==> config.mk <==
export PLATFORM = sky130hd
export DESIGN_NAME = plot_arbiter_flat
export DESIGN_NICKNAME = d
export VERILOG_FILES = /design/src/rtl/plot_arbiter_pkg.sv /design/src/rtl/plot_arbiter_if.sv /design/src/rtl/plot_arbiter_pix_fifo.sv /design/src/rtl/plot_arbiter.sv /design/src/flat_wrapper.sv
export SDC_FILE = /design/constraint.sdc
export NUM_CORES = 1
export LEC_CHECK = 0
export ABC_AREA = 1
export CAP_MARGIN = 15
export CELL_PAD_IN_SITES_DETAIL_PLACEMENT = 1
export CELL_PAD_IN_SITES_GLOBAL_PLACEMENT = 2
export CORE_MARGIN = 1.5
export CORE_UTILIZATION = 41
export DETAILED_ROUTE_END_ITERATION = 7
export PLACE_DENSITY = 0.77
export SLEW_MARGIN = 20
export SYNTH_ARGS = -nofsm -noshare
export SYNTH_HDL_FRONTEND = slang
export SYNTH_SLANG_ARGS = --single-unit
==> constraint.sdc <==
create_clock -name iClock -period 3.07 [get_ports iClock]
set_input_delay 0.4605 -clock iClock [delete_from_list [all_inputs] [get_ports iClock]]
set_output_delay 0.4605 -clock iClock [all_outputs]
set_load 0.03 [all_outputs]
==> src/rtl/plot_arbiter_pkg.sv <==
// plot_arbiter_pkg: shared types and constants for the renderer-to-VGA pixel merge stage.
//   x_width/y_width : coordinate bit widths for a given screen dimension
//   pixel_t         : one buffered pixel {x, y, colour}
//   BLACK/WHITE     : colour constants
package plot_arbiter_pkg;

    function automatic int unsigned x_width(input int unsigned pixels);
        return $clog2(pixels) + 1;
    endfunction

    function automatic int unsigned y_width(input int unsigned pixels);
        return $clog2(pixels) + 1;
    endfunction

    localparam int unsigned PIX_XW   = x_width(320);
    localparam int unsigned PIX_YW   = y_width(240);
    localparam int unsigned COLOUR_W = 3;

    localparam logic [COLOUR_W-1:0] BLACK = 3'b000;
    localparam logic [COLOUR_W-1:0] WHITE = 3'b111;

    typedef struct packed {
        logic [PIX_XW-1:0]   x;
        logic [PIX_YW-1:0]   y;
        logic [COLOUR_W-1:0] colour;
    } pixel_t;

    localparam int unsigned PIXEL_W = $bits(pixel_t);

endpackage

==> src/rtl/plot_arbiter_if.sv <==
// plot_arbiter_if: pixel bus between the two renderers, the merge stage and the VGA adapter.
//   i*A / i*B : per-source pixel, plot strobe and frame-complete pulse
//   o*        : merged pixel stream, frame-done pulse, FIFO full flags, sticky overflow
//   slave     : view used by plot_arbiter; master: view used by the driving side
interface plot_arbiter_if #(
    parameter int unsigned XW = plot_arbiter_pkg::PIX_XW,
    parameter int unsigned YW = plot_arbiter_pkg::PIX_YW
) ();

    logic [XW-1:0] iXA;
    logic [YW-1:0] iYA;
    logic [2:0]    iColourA;
    logic          iPlotA;
    logic          iNewFrameA;

    logic [XW-1:0] iXB;
    logic [YW-1:0] iYB;
    logic [2:0]    iColourB;
    logic          iPlotB;
    logic          iNewFrameB;

    logic [XW-1:0] oX;
    logic [YW-1:0] oY;
    logic [2:0]    oColour;
    logic          oPlot;
    logic          oFrameDone;
    logic          oFullA;
    logic          oFullB;
    logic          oOverflow;

    modport master (
        output iXA, iYA, iColourA, iPlotA, iNewFrameA,
        output iXB, iYB, iColourB, iPlotB, iNewFrameB,
        input  oX, oY, oColour, oPlot, oFrameDone, oFullA, oFullB, oOverflow
    );

    modport slave (
        input  iXA, iYA, iColourA, iPlotA, iNewFrameA,
        input  iXB, iYB, iColourB, iPlotB, iNewFrameB,
        output oX, oY, oColour, oPlot, oFrameDone, oFullA, oFullB, oOverflow
    );

endinterface

==> src/rtl/plot_arbiter_pix_fifo.sv <==
// pix_fifo: synchronous show-ahead FIFO, DEPTH a power of two.
//   push/din  : write when not full (a push while full is ignored)
//   pop/dout  : dout is the head entry; pop advances when not empty
//   empty/full/count : registered occupancy status
module pix_fifo #(
    parameter int unsigned WIDTH = 22,
    parameter int unsigned DEPTH = 8
) (
    input  logic                   clk,
    input  logic                   rst_n,
    input  logic                   push,
    input  logic                   pop,
    input  logic [WIDTH-1:0]       din,
    output logic [WIDTH-1:0]       dout,
    output logic                   empty,
    output logic                   full,
    output logic [$clog2(DEPTH):0] count
);

    localparam int unsigned AW = $clog2(DEPTH);
    localparam int unsigned CW = AW + 1;

    logic [WIDTH-1:0] mem [DEPTH];
    logic [AW-1:0]    wr_ptr;
    logic [AW-1:0]    rd_ptr;
    logic             do_push;
    logic             do_pop;
    logic [CW-1:0]    count_nxt;

    // Qualified push/pop and next occupancy
    always_comb begin
        do_push   = push && !full;
        do_pop    = pop && !empty;
        count_nxt = count;
        if (do_push && !do_pop) begin
            count_nxt = count + CW'(1);
        end else if (!do_push && do_pop) begin
            count_nxt = count - CW'(1);
        end
    end

    // Pointers and status flags; flags registered from the next count
    always_ff @(posedge clk or negedge rst_n) begin
        if (!rst_n) begin
            wr_ptr <= '0;
            rd_ptr <= '0;
            count  <= '0;
            empty  <= 1'b1;
            full   <= 1'b0;
        end else begin
            if (do_push) wr_ptr <= wr_ptr + AW'(1);
            if (do_pop)  rd_ptr <= rd_ptr + AW'(1);
            count <= count_nxt;
            empty <= (count_nxt == '0);
            full  <= (count_nxt == CW'(DEPTH));
        end
    end

    // Storage needs no reset: nothing is read until it has been written
    always_ff @(posedge clk) begin
        if (do_push) mem[wr_ptr] <= din;
    end

    assign dout = mem[rd_ptr];

endmodule

==> src/rtl/plot_arbiter.sv <==
// plot_arbiter: merges the paddle and ball renderer pixel streams into one VGA pixel stream.
//   iClock/iResetn : clock, async active-low reset
//   bus (slave)    : per-source pixel inputs with plot and frame pulses; merged registered
//                    pixel output, frame-done pulse, per-source full flags, sticky overflow
// Each source is buffered in its own FIFO; a round-robin arbiter issues at most one pixel
// per clock. Frame-done fires once both sources have ended their frame and all their
// pixels have been issued.
module plot_arbiter
    import plot_arbiter_pkg::*;
#(
    parameter int unsigned X_SCREEN_PIXELS = 320,
    parameter int unsigned Y_SCREEN_PIXELS = 240,
    parameter int unsigned FIFO_DEPTH      = 8
) (
    input  logic          iClock,
    input  logic          iResetn,
    plot_arbiter_if.slave bus
);

    localparam int unsigned XW = x_width(X_SCREEN_PIXELS);
    localparam int unsigned YW = y_width(Y_SCREEN_PIXELS);
    localparam int unsigned CW = $clog2(FIFO_DEPTH) + 1;

    pixel_t        pix_in_a;
    pixel_t        pix_in_b;
    pixel_t        head_a;
    pixel_t        head_b;
    pixel_t        pix_q;
    logic          empty_a;
    logic          empty_b;
    logic          full_a;
    logic          full_b;
    logic [CW-1:0] count_a;
    logic [CW-1:0] count_b;
    logic          pop_a;
    logic          pop_b;
    logic          frame_fire;
    logic          last_b;
    logic          plot_q;
    logic          frame_done_q;
    logic          overflow_q;
    logic          done_a;
    logic          done_b;

    pix_fifo #(.WIDTH(PIXEL_W), .DEPTH(FIFO_DEPTH)) u_fifo_a (
        .clk   (iClock),
        .rst_n (iResetn),
        .push  (bus.iPlotA),
        .pop   (pop_a),
        .din   (pix_in_a),
        .dout  (head_a),
        .empty (empty_a),
        .full  (full_a),
        .count (count_a)
    );

    pix_fifo #(.WIDTH(PIXEL_W), .DEPTH(FIFO_DEPTH)) u_fifo_b (
        .clk   (iClock),
        .rst_n (iResetn),
        .push  (bus.iPlotB),
        .pop   (pop_b),
        .din   (pix_in_b),
        .dout  (head_b),
        .empty (empty_b),
        .full  (full_b),
        .count (count_b)
    );

    // Input packing, round-robin grant (ties go to the source not granted last), frame fire
    always_comb begin
        pix_in_a = '{x: PIX_XW'(bus.iXA), y: PIX_YW'(bus.iYA), colour: bus.iColourA};
        pix_in_b = '{x: PIX_XW'(bus.iXB), y: PIX_YW'(bus.iYB), colour: bus.iColourB};
        pop_a    = 1'b0;
        pop_b    = 1'b0;
        if (!empty_a && (empty_b || last_b)) begin
            pop_a = 1'b1;
        end else if (!empty_b) begin
            pop_b = 1'b1;
        end
        frame_fire = done_a && done_b && (count_a == '0) && (count_b == '0)
                     && !pop_a && !pop_b;
    end

    // Output register, grant pointer, frame flags and sticky overflow
    always_ff @(posedge iClock or negedge iResetn) begin
        if (!iResetn) begin
            pix_q        <= '{x: '0, y: '0, colour: BLACK};
            plot_q       <= 1'b0;
            frame_done_q <= 1'b0;
            overflow_q   <= 1'b0;
            done_a       <= 1'b0;
            done_b       <= 1'b0;
            last_b       <= 1'b1;
        end else begin
            plot_q <= pop_a || pop_b;
            if (pop_a) begin
                pix_q  <= head_a;
                last_b <= 1'b0;
            end else if (pop_b) begin
                pix_q  <= head_b;
                last_b <= 1'b1;
            end
            frame_done_q <= frame_fire;
            overflow_q   <= overflow_q || (bus.iPlotA && full_a) || (bus.iPlotB && full_b);
            // A repeat frame pulse while the flag is set is absorbed; firing clears both
            done_a <= !frame_fire && (done_a || bus.iNewFrameA);
            done_b <= !frame_fire && (done_b || bus.iNewFrameB);
        end
    end

    assign bus.oX         = XW'(pix_q.x);
    assign bus.oY         = YW'(pix_q.y);
    assign bus.oColour    = pix_q.colour;
    assign bus.oPlot      = plot_q;
    assign bus.oFrameDone = frame_done_q;
    assign bus.oFullA     = full_a;
    assign bus.oFullB     = full_b;
    assign bus.oOverflow  = overflow_q;

endmodule

==> src/flat_wrapper.sv <==
// flat-port wrapper written by rule: the top's interface ports become plain ports
module plot_arbiter_flat import plot_arbiter_pkg::*;
#(
    parameter int unsigned X_SCREEN_PIXELS = 320,
    parameter int unsigned Y_SCREEN_PIXELS = 240,
    parameter int unsigned FIFO_DEPTH      = 8
)
  (iClock, iResetn, bus_iXA, bus_iYA, bus_iColourA, bus_iPlotA, bus_iNewFrameA, bus_iXB, bus_iYB, bus_iColourB, bus_iPlotB, bus_iNewFrameB, bus_oX, bus_oY, bus_oColour, bus_oPlot, bus_oFrameDone, bus_oFullA, bus_oFullB, bus_oOverflow);
  plot_arbiter_if #(.XW(10), .YW(9)) bus_i ();
  input  logic iClock;
  input  logic iResetn;
  input wire logic [$bits(bus_i.iXA)-1:0] bus_iXA;
  input wire logic [$bits(bus_i.iYA)-1:0] bus_iYA;
  input wire logic [$bits(bus_i.iColourA)-1:0] bus_iColourA;
  input wire logic [$bits(bus_i.iPlotA)-1:0] bus_iPlotA;
  input wire logic [$bits(bus_i.iNewFrameA)-1:0] bus_iNewFrameA;
  input wire logic [$bits(bus_i.iXB)-1:0] bus_iXB;
  input wire logic [$bits(bus_i.iYB)-1:0] bus_iYB;
  input wire logic [$bits(bus_i.iColourB)-1:0] bus_iColourB;
  input wire logic [$bits(bus_i.iPlotB)-1:0] bus_iPlotB;
  input wire logic [$bits(bus_i.iNewFrameB)-1:0] bus_iNewFrameB;
  output wire logic [$bits(bus_i.oX)-1:0] bus_oX;
  output wire logic [$bits(bus_i.oY)-1:0] bus_oY;
  output wire logic [$bits(bus_i.oColour)-1:0] bus_oColour;
  output wire logic [$bits(bus_i.oPlot)-1:0] bus_oPlot;
  output wire logic [$bits(bus_i.oFrameDone)-1:0] bus_oFrameDone;
  output wire logic [$bits(bus_i.oFullA)-1:0] bus_oFullA;
  output wire logic [$bits(bus_i.oFullB)-1:0] bus_oFullB;
  output wire logic [$bits(bus_i.oOverflow)-1:0] bus_oOverflow;
  assign bus_i.iXA = bus_iXA;
  assign bus_i.iYA = bus_iYA;
  assign bus_i.iColourA = bus_iColourA;
  assign bus_i.iPlotA = bus_iPlotA;
  assign bus_i.iNewFrameA = bus_iNewFrameA;
  assign bus_i.iXB = bus_iXB;
  assign bus_i.iYB = bus_iYB;
  assign bus_i.iColourB = bus_iColourB;
  assign bus_i.iPlotB = bus_iPlotB;
  assign bus_i.iNewFrameB = bus_iNewFrameB;
  assign bus_oX = bus_i.oX;
  assign bus_oY = bus_i.oY;
  assign bus_oColour = bus_i.oColour;
  assign bus_oPlot = bus_i.oPlot;
  assign bus_oFrameDone = bus_i.oFrameDone;
  assign bus_oFullA = bus_i.oFullA;
  assign bus_oFullB = bus_i.oFullB;
  assign bus_oOverflow = bus_i.oOverflow;
  plot_arbiter #(.X_SCREEN_PIXELS(X_SCREEN_PIXELS), .Y_SCREEN_PIXELS(Y_SCREEN_PIXELS), .FIFO_DEPTH(FIFO_DEPTH)) u_core (.iClock(iClock), .iResetn(iResetn), .bus(bus_i));
endmodule
==> impl_metrics.ini, run 1 <==
[global_route]
grt_start_max_net_pins = 90
grt_pass1_vias = 11430
antenna_found_initial = 0
grt_pass1_wl_mm = 65.47
overflow = 0
grt_util_all_layers = 0.2068

[worst_setup_path]
worstPathMaxFanout = 2
worst_path_largest_cell_delay_ns = 0.72
cp_top_family = buffers and inverters
end_kind = output port
cp.required_ns = 2.61
worstSetupStartpointType = flop
cp-startpoint = u_core.bus.oX[9]
reg2reg_from = u_core.last_b
critPathBufInv = 1
rrSetupSlack_ns = 1.09
slowest_stage = clkdlybuf4s50_1
cp_cell_sequence = clkdlybuf4s50_1
critical_path_class = flop to output port
arrival_ns = 1.69

[floorplanning]
io_pins = 77
initial_core_util = 0.4164
die-area_um2 = 41560
fp.dieW_um = 203.9
fp.coreArea_um2 = 39730
rows = 73
die_h_um = 203.9

[sta]
fin_crit_sh = 0.7015
hold_ws_ns = 0.03553
hold_viol = 0
period_needed_ns = 2.154
finClkSkew_ns = 0.009352
max_slew_margin = 0.2887
slew_violations = 0
setup_tns_ns = 0
rsz0062_at_grt = false
worstMarginPinSlew_ns = 1.066
fmax_mhz = 464.3
setup_viol = 0

[synth]
syn_nets = 1552
syn_inst = 1492
syn_area_per_cell_um2 = 11.09
netlist_area_um2 = 16540
ys_seq_elements = 404
seq_area_frac_synth = 0.7178
yosys_warnings = 0
synth_cell_type_count = 30

[power_and_ir_drop]
p_seq_frac = 0.376
p_int_uw = 12500
power.density_nw_per_um2 = 1029
leakagePower_uw = 0.007588
p_clk_frac = 0.270
switching_share = 0.3753
p_sw_uw = 7509
p_total_uw = 20010
combPwrFrac = 0.354
peakVddDrop_mv = 0.5593

[clock_tree]
cts_root_buffer = clkbuf_16
cts_setup_buffers = 0
clock_path_buffers = 3
cts_resized = 0
cts_num_sinks = 404
cts_hold_buf = 0
clk_latency_ns = 0.56
path_clk_slew_ns = 0.06
numCtsBuffers = 45
htreeDepth = 2
cts_tree = yes

[finish]
n_fill_cell = 4227
diodes = 0
nets = 1643
drive_gt1_frac = 0.08540
syn_to_final_growth_pct = 17.52
final_cell_area_um2 = 19440

[detailed_routing]
drt_iter0_markers = 467
ant_nets = 0
routed_wl_mm = 41.60
routedWlPerCell_um = 19.43
drt_pass1_iterations = 5
vias = 10890
drc_errors = 0
viasPerCell = 5.088

[placement]
postPlaceCellArea_um2 = 17980
port_buffers = 76
routabilityCongestion = 0.7683
dp_hpwl_mm = 26.20

[flow_run]
maxCapViolCount = 0

[status]
status = complete, no violations

[min_path]
hold_class = input pin to async pin
[flip-flops by register name, indices dropped and copies added (netlist names)]
| register | cells |
|---|---|
| u_core.bus.oY | 9 |
| u_core.bus.oColour | 3 |
| u_core.u_fifo_a.full | 1 |
| u_core.u_fifo_b.full | 1 |
| u_core.u_fifo_b.rd_ptr | 3 |
| u_core.u_fifo_a.rd_ptr | 3 |
| u_core.bus.oOverflow | 1 |
| u_core.bus.oX | 10 |
| u_core.u_fifo_b.mem | 176 |
| u_core.last_b | 1 |
| u_core.done_a | 1 |
| u_core.u_fifo_a.empty | 1 |
| u_core.u_fifo_b.wr_ptr | 3 |
| u_core.bus.oPlot | 1 |
| u_core.u_fifo_b.empty | 1 |
| u_core.u_fifo_a.mem | 176 |
| u_core.done_b | 1 |
| u_core.bus.oFrameDone | 1 |
| u_core.u_fifo_b.count | 4 |
| u_core.u_fifo_a.count | 4 |
| u_core.u_fifo_a.wr_ptr | 3 |
[cell usage after synthesis, drive strengths merged]
cell    number  share of area
ha          10         0.0076
nand2      632           0.14
clkbuf      22         0.0050
nor2        78          0.019
nor3         3        0.00091
dfstp        3         0.0048
buf         50          0.016
a21oi        2        0.00083
o21bai       1         0.0011
a221o        1        0.00061
o21ai       29         0.0090
dfrtp       49          0.074
inv         35         0.0079
edfxtp     352           0.64
xor2         9         0.0048
nand3b       1        0.00045
nand3      211          0.064
or2          2        0.00076
nand4        2        0.00076
[layout make-up]
type                       count  area, um2  share of cell area
timing repair buffer         116       1081             0.05560
clock inverter                20      267.8             0.01377
tap                          525      656.9             0.03379
multi-input combinational    981       4234              0.2178
inverter                      35      131.4            0.006757
sequential                   404      11880              0.6110
clock buffer                  60       1192             0.06133
[per-layer routing]
metal / up-vias / share of wire / wire (um) / track usage
met3: 44 / 0.039 / 1605 / 0.02997
met5: - / 0 / 0 / 0
met1: 5466 / 0.45 / 18910 / 0.2801
met2: 167 / 0.49 / 20390 / 0.3491
met4: 0 / 0.017 / 697 / 0.05476
li1: 5216 / - / - / -
[power groups by stage]
stage                     clock network [uW]  registers (uW)  logic (uW)
after floorplan                            0            7810        4430
after global placement                     0            7600        7010
after detailed placement                   0            7640        7190
after CTS                               5520            7540        7240
after global routing                    5700            7620        8030
final                                   5400            7530        7080
[metrics by stage]
stage / setup WS (ns) / util / cells
global placement: 0.7120 / 0.4526 / 2061
global route: 0.8440 / 0.4893 / 2141
detailed placement: 0.6766 / 0.4526 / 2061
finish: 0.9164 / 0.4893 / 2141
floorplan: 0.4884 / - / 1492
CTS: 0.8810 / 0.4893 / 2141
[placed cells by master (no fill, tap or decap), drive strengths merged]
| master | n |
|---|---|
| nor2 | 78 |
| a221o | 1 |
| clkinv | 12 |
| clkbuf | 60 |
| clkdlybuf4s50 | 75 |
| dfstp | 3 |
| o21ai | 29 |
| dfrtp | 49 |
| xor2 | 9 |
| or2 | 2 |
| buf | 41 |
| nand3 | 211 |
| bufinv | 7 |
| clkinvlp | 1 |
| inv | 35 |
| ha | 10 |
| o21bai | 1 |
| nor3 | 3 |
| nand4 | 2 |
| nand3b | 1 |
| nand2 | 632 |
| edfxtp | 352 |
| a21oi | 2 |
[cell families after synthesis]
kind of cell             after synthesis  share of synthesized area
AND/OR/NAND/NOR                      929                     0.2296
flip-flops                           404                     0.7178
buffers and inverters                107                    0.02866
AO/OA/AOI/OAI                         33                    0.01157
adder cells (fa/ha/maj)               10                   0.007563
XOR/XNOR                               9                   0.004765
[final timing paths]
kind | end | depth (start not counted)
setup / recovery | bus_oX[9] | 1
hold / removal | u_core.u_fifo_a.count[2] | 1
setup reg to reg | u_core.bus.oY[0] | 7
hold reg to reg | u_core.bus.oX[2] | 2
max in group asynchronous | u_core.u_fifo_a.rd_ptr[1] | 2
min in group iClock | u_core.bus.oX[2] | 2
Power figures use the tool's default switching activity.
==> inputs of run 2 (changes only) <==
==> constraint.sdc (replaced) <==
create_clock -name iClock -period 2.1 [get_ports iClock]
set_input_delay 0.315 -clock iClock [delete_from_list [all_inputs] [get_ports iClock]]
set_output_delay 0.315 -clock iClock [all_outputs]
set_load 0.03 [all_outputs]
==> impl_metrics.ini, run 2 (synthesis results as in run 1) <==
[status]
status = complete, no violations

[placement]
routabilityCongestion = 0.7905
postPlaceCellArea_um2 = 18380
port_buffers = 76
dp_hpwl_mm = 26.14

[finish]
nets = 1655
drive_gt1_frac = 0.1006
final_cell_area_um2 = 19920
finish.utilization = 0.5014
final_cell_mix = 629 x nand2_1, 352 x edfxtp_1, 211 x nand3_1
mostFrequentLayoutCell = nand2_1
syn_to_final_growth_pct = 20.41
diodes = 0

[sta]
fin_crit_sh = 0.9719
max_slew_margin = 0.6257
worstMarginPinSlew_ns = 0.5615
rsz0062_at_grt = false
hold_viol = 0
finClkSkew_ns = 0.01412
slew_violations = 0
fmax_mhz = 490.0
setup_viol = 0
period_needed_ns = 2.041

[floorplanning]
initial_core_util = 0.4164
io_pins = 77
die-area_um2 = 41560
fp.dieW_um = 203.9
fp.coreArea_um2 = 39730
rows = 73
die_h_um = 203.9

[power_and_ir_drop]
switching_share = 0.3731
p_int_uw = 18830
p_seq_frac = 0.366
leakagePower_uw = 0.007768
peakVddDrop_mv = 1.059
combPwrFrac = 0.363
p_sw_uw = 11210
p_clk_frac = 0.271
power.density_nw_per_um2 = 1508

[worst_setup_path]
worstSetupStartpointType = flop
worst_path_largest_cell_delay_ns = 0.71
end_kind = output port
cp_top_family = buffers and inverters
slowest_stage = clkdlybuf4s50_1
cp_cell_sequence = clkdlybuf4s50_1
cp.required_ns = 1.78
critical_path_class = flop to output port
critPathBufInv = 1
worstPathMaxFanout = 2
arrival_ns = 1.73

[detailed_routing]
viasPerCell = 5.093
drt_pass1_iterations = 4
routed_wl_mm = 41.28
routedWlPerCell_um = 19.15
drt_iter0_markers = 554
vias = 10980
ant_nets = 0
drc_errors = 0

[clock_tree]
cts_hold_buf = 1
cts_num_sinks = 404
cts_root_buffer = clkbuf_16
clock_path_buffers = 3
htreeDepth = 2
cts_resized = 0
numCtsBuffers = 44
path_clk_slew_ns = 0.06
cts_tree = yes
clk_latency_ns = 0.57
cts_setup_buffers = 0

[global_route]
grt_util_all_layers = 0.2048
grt_pass1_vias = 11510
grt_pass1_wl_mm = 64.94
grt_start_max_net_pins = 90
antenna_found_initial = 0
overflow = 0

[flow_run]
maxCapViolCount = 0

[min_path]
hold_class = input pin to async pin
## run 2: changes by cell type in the layout (fill, tap and decap cells not counted), sizes merged
cell / delta
buf: +12
clkinvlp: +2
inv: +2
bufinv: +1
clkinv: +3
clkbuf: -6
dlygate4sd3: +1
## run 2: power by group through the flow
stage          clock [uW]  sequential [uW]  combinational, uW
3_5_place_dp            0            11100              11100
3_3_place_gp            0            11100              10800
5_1_grt              8590            11100              12300
2_1_floorplan           0            11400               6580
4_1_cts              8320            11000              11100
6_report             8140            11000              10900
## run 2: worst paths after layout
path                                           start                         to  slack, ns  depth (start not counted)
min in group iClock                   bus_iNewFrameA              u_core.done_a       0.32                          3
hold / removal                               iResetn   u_core.u_fifo_a.count[0]       0.27                          2
setup / recovery                    u_core.bus.oY[8]                  bus_oY[8]       0.06                          1
setup reg to reg           u_core.u_fifo_a.rd_ptr[0]      u_core.bus.oColour[0]       0.37                          9
max in group asynchronous                    iResetn  u_core.u_fifo_a.rd_ptr[1]       1.13                          3
hold reg to reg                     u_core.bus.oY[5]           u_core.bus.oY[5]       0.48                          2
## run 2: layout make-up
cell class | instances | area [um2]
clock inverter | 28 | 355.3
timing repair buffer | 129 | 1444
sequential | 404 | 11880
inverter | 35 | 131.4
multi-input combinational | 981 | 4274
clock buffer | 54 | 1180
fill | 4197 | 19810
tap | 525 | 656.9
## run 2: routing by layer
metal / routed length, um / GRT usage
met1: 18150 / 0.2692
met3: 1679 / 0.03428
met5: 0 / 0
met2: 20610 / 0.3507
met4: 835 / 0.05582
## run 2: stage by stage
stage	setup WS [ns]	setup TNS (ns)	hold WS [ns]	instances	power [uW]
4_1_cts	0.03042	0	0.2551	2156	30460
2_1_floorplan	-0.2234	-19.66	0.01941	1492	17970
3_5_place_dp	-0.01887	-0.6075	0.3298	2073	22210
5_1_grt	0.001589	0	0.2822	2156	31990
3_3_place_gp	-0.002350	-0.01526	0.3323	2073	21890
6_report	0.05903	0	0.2689	2156	30040
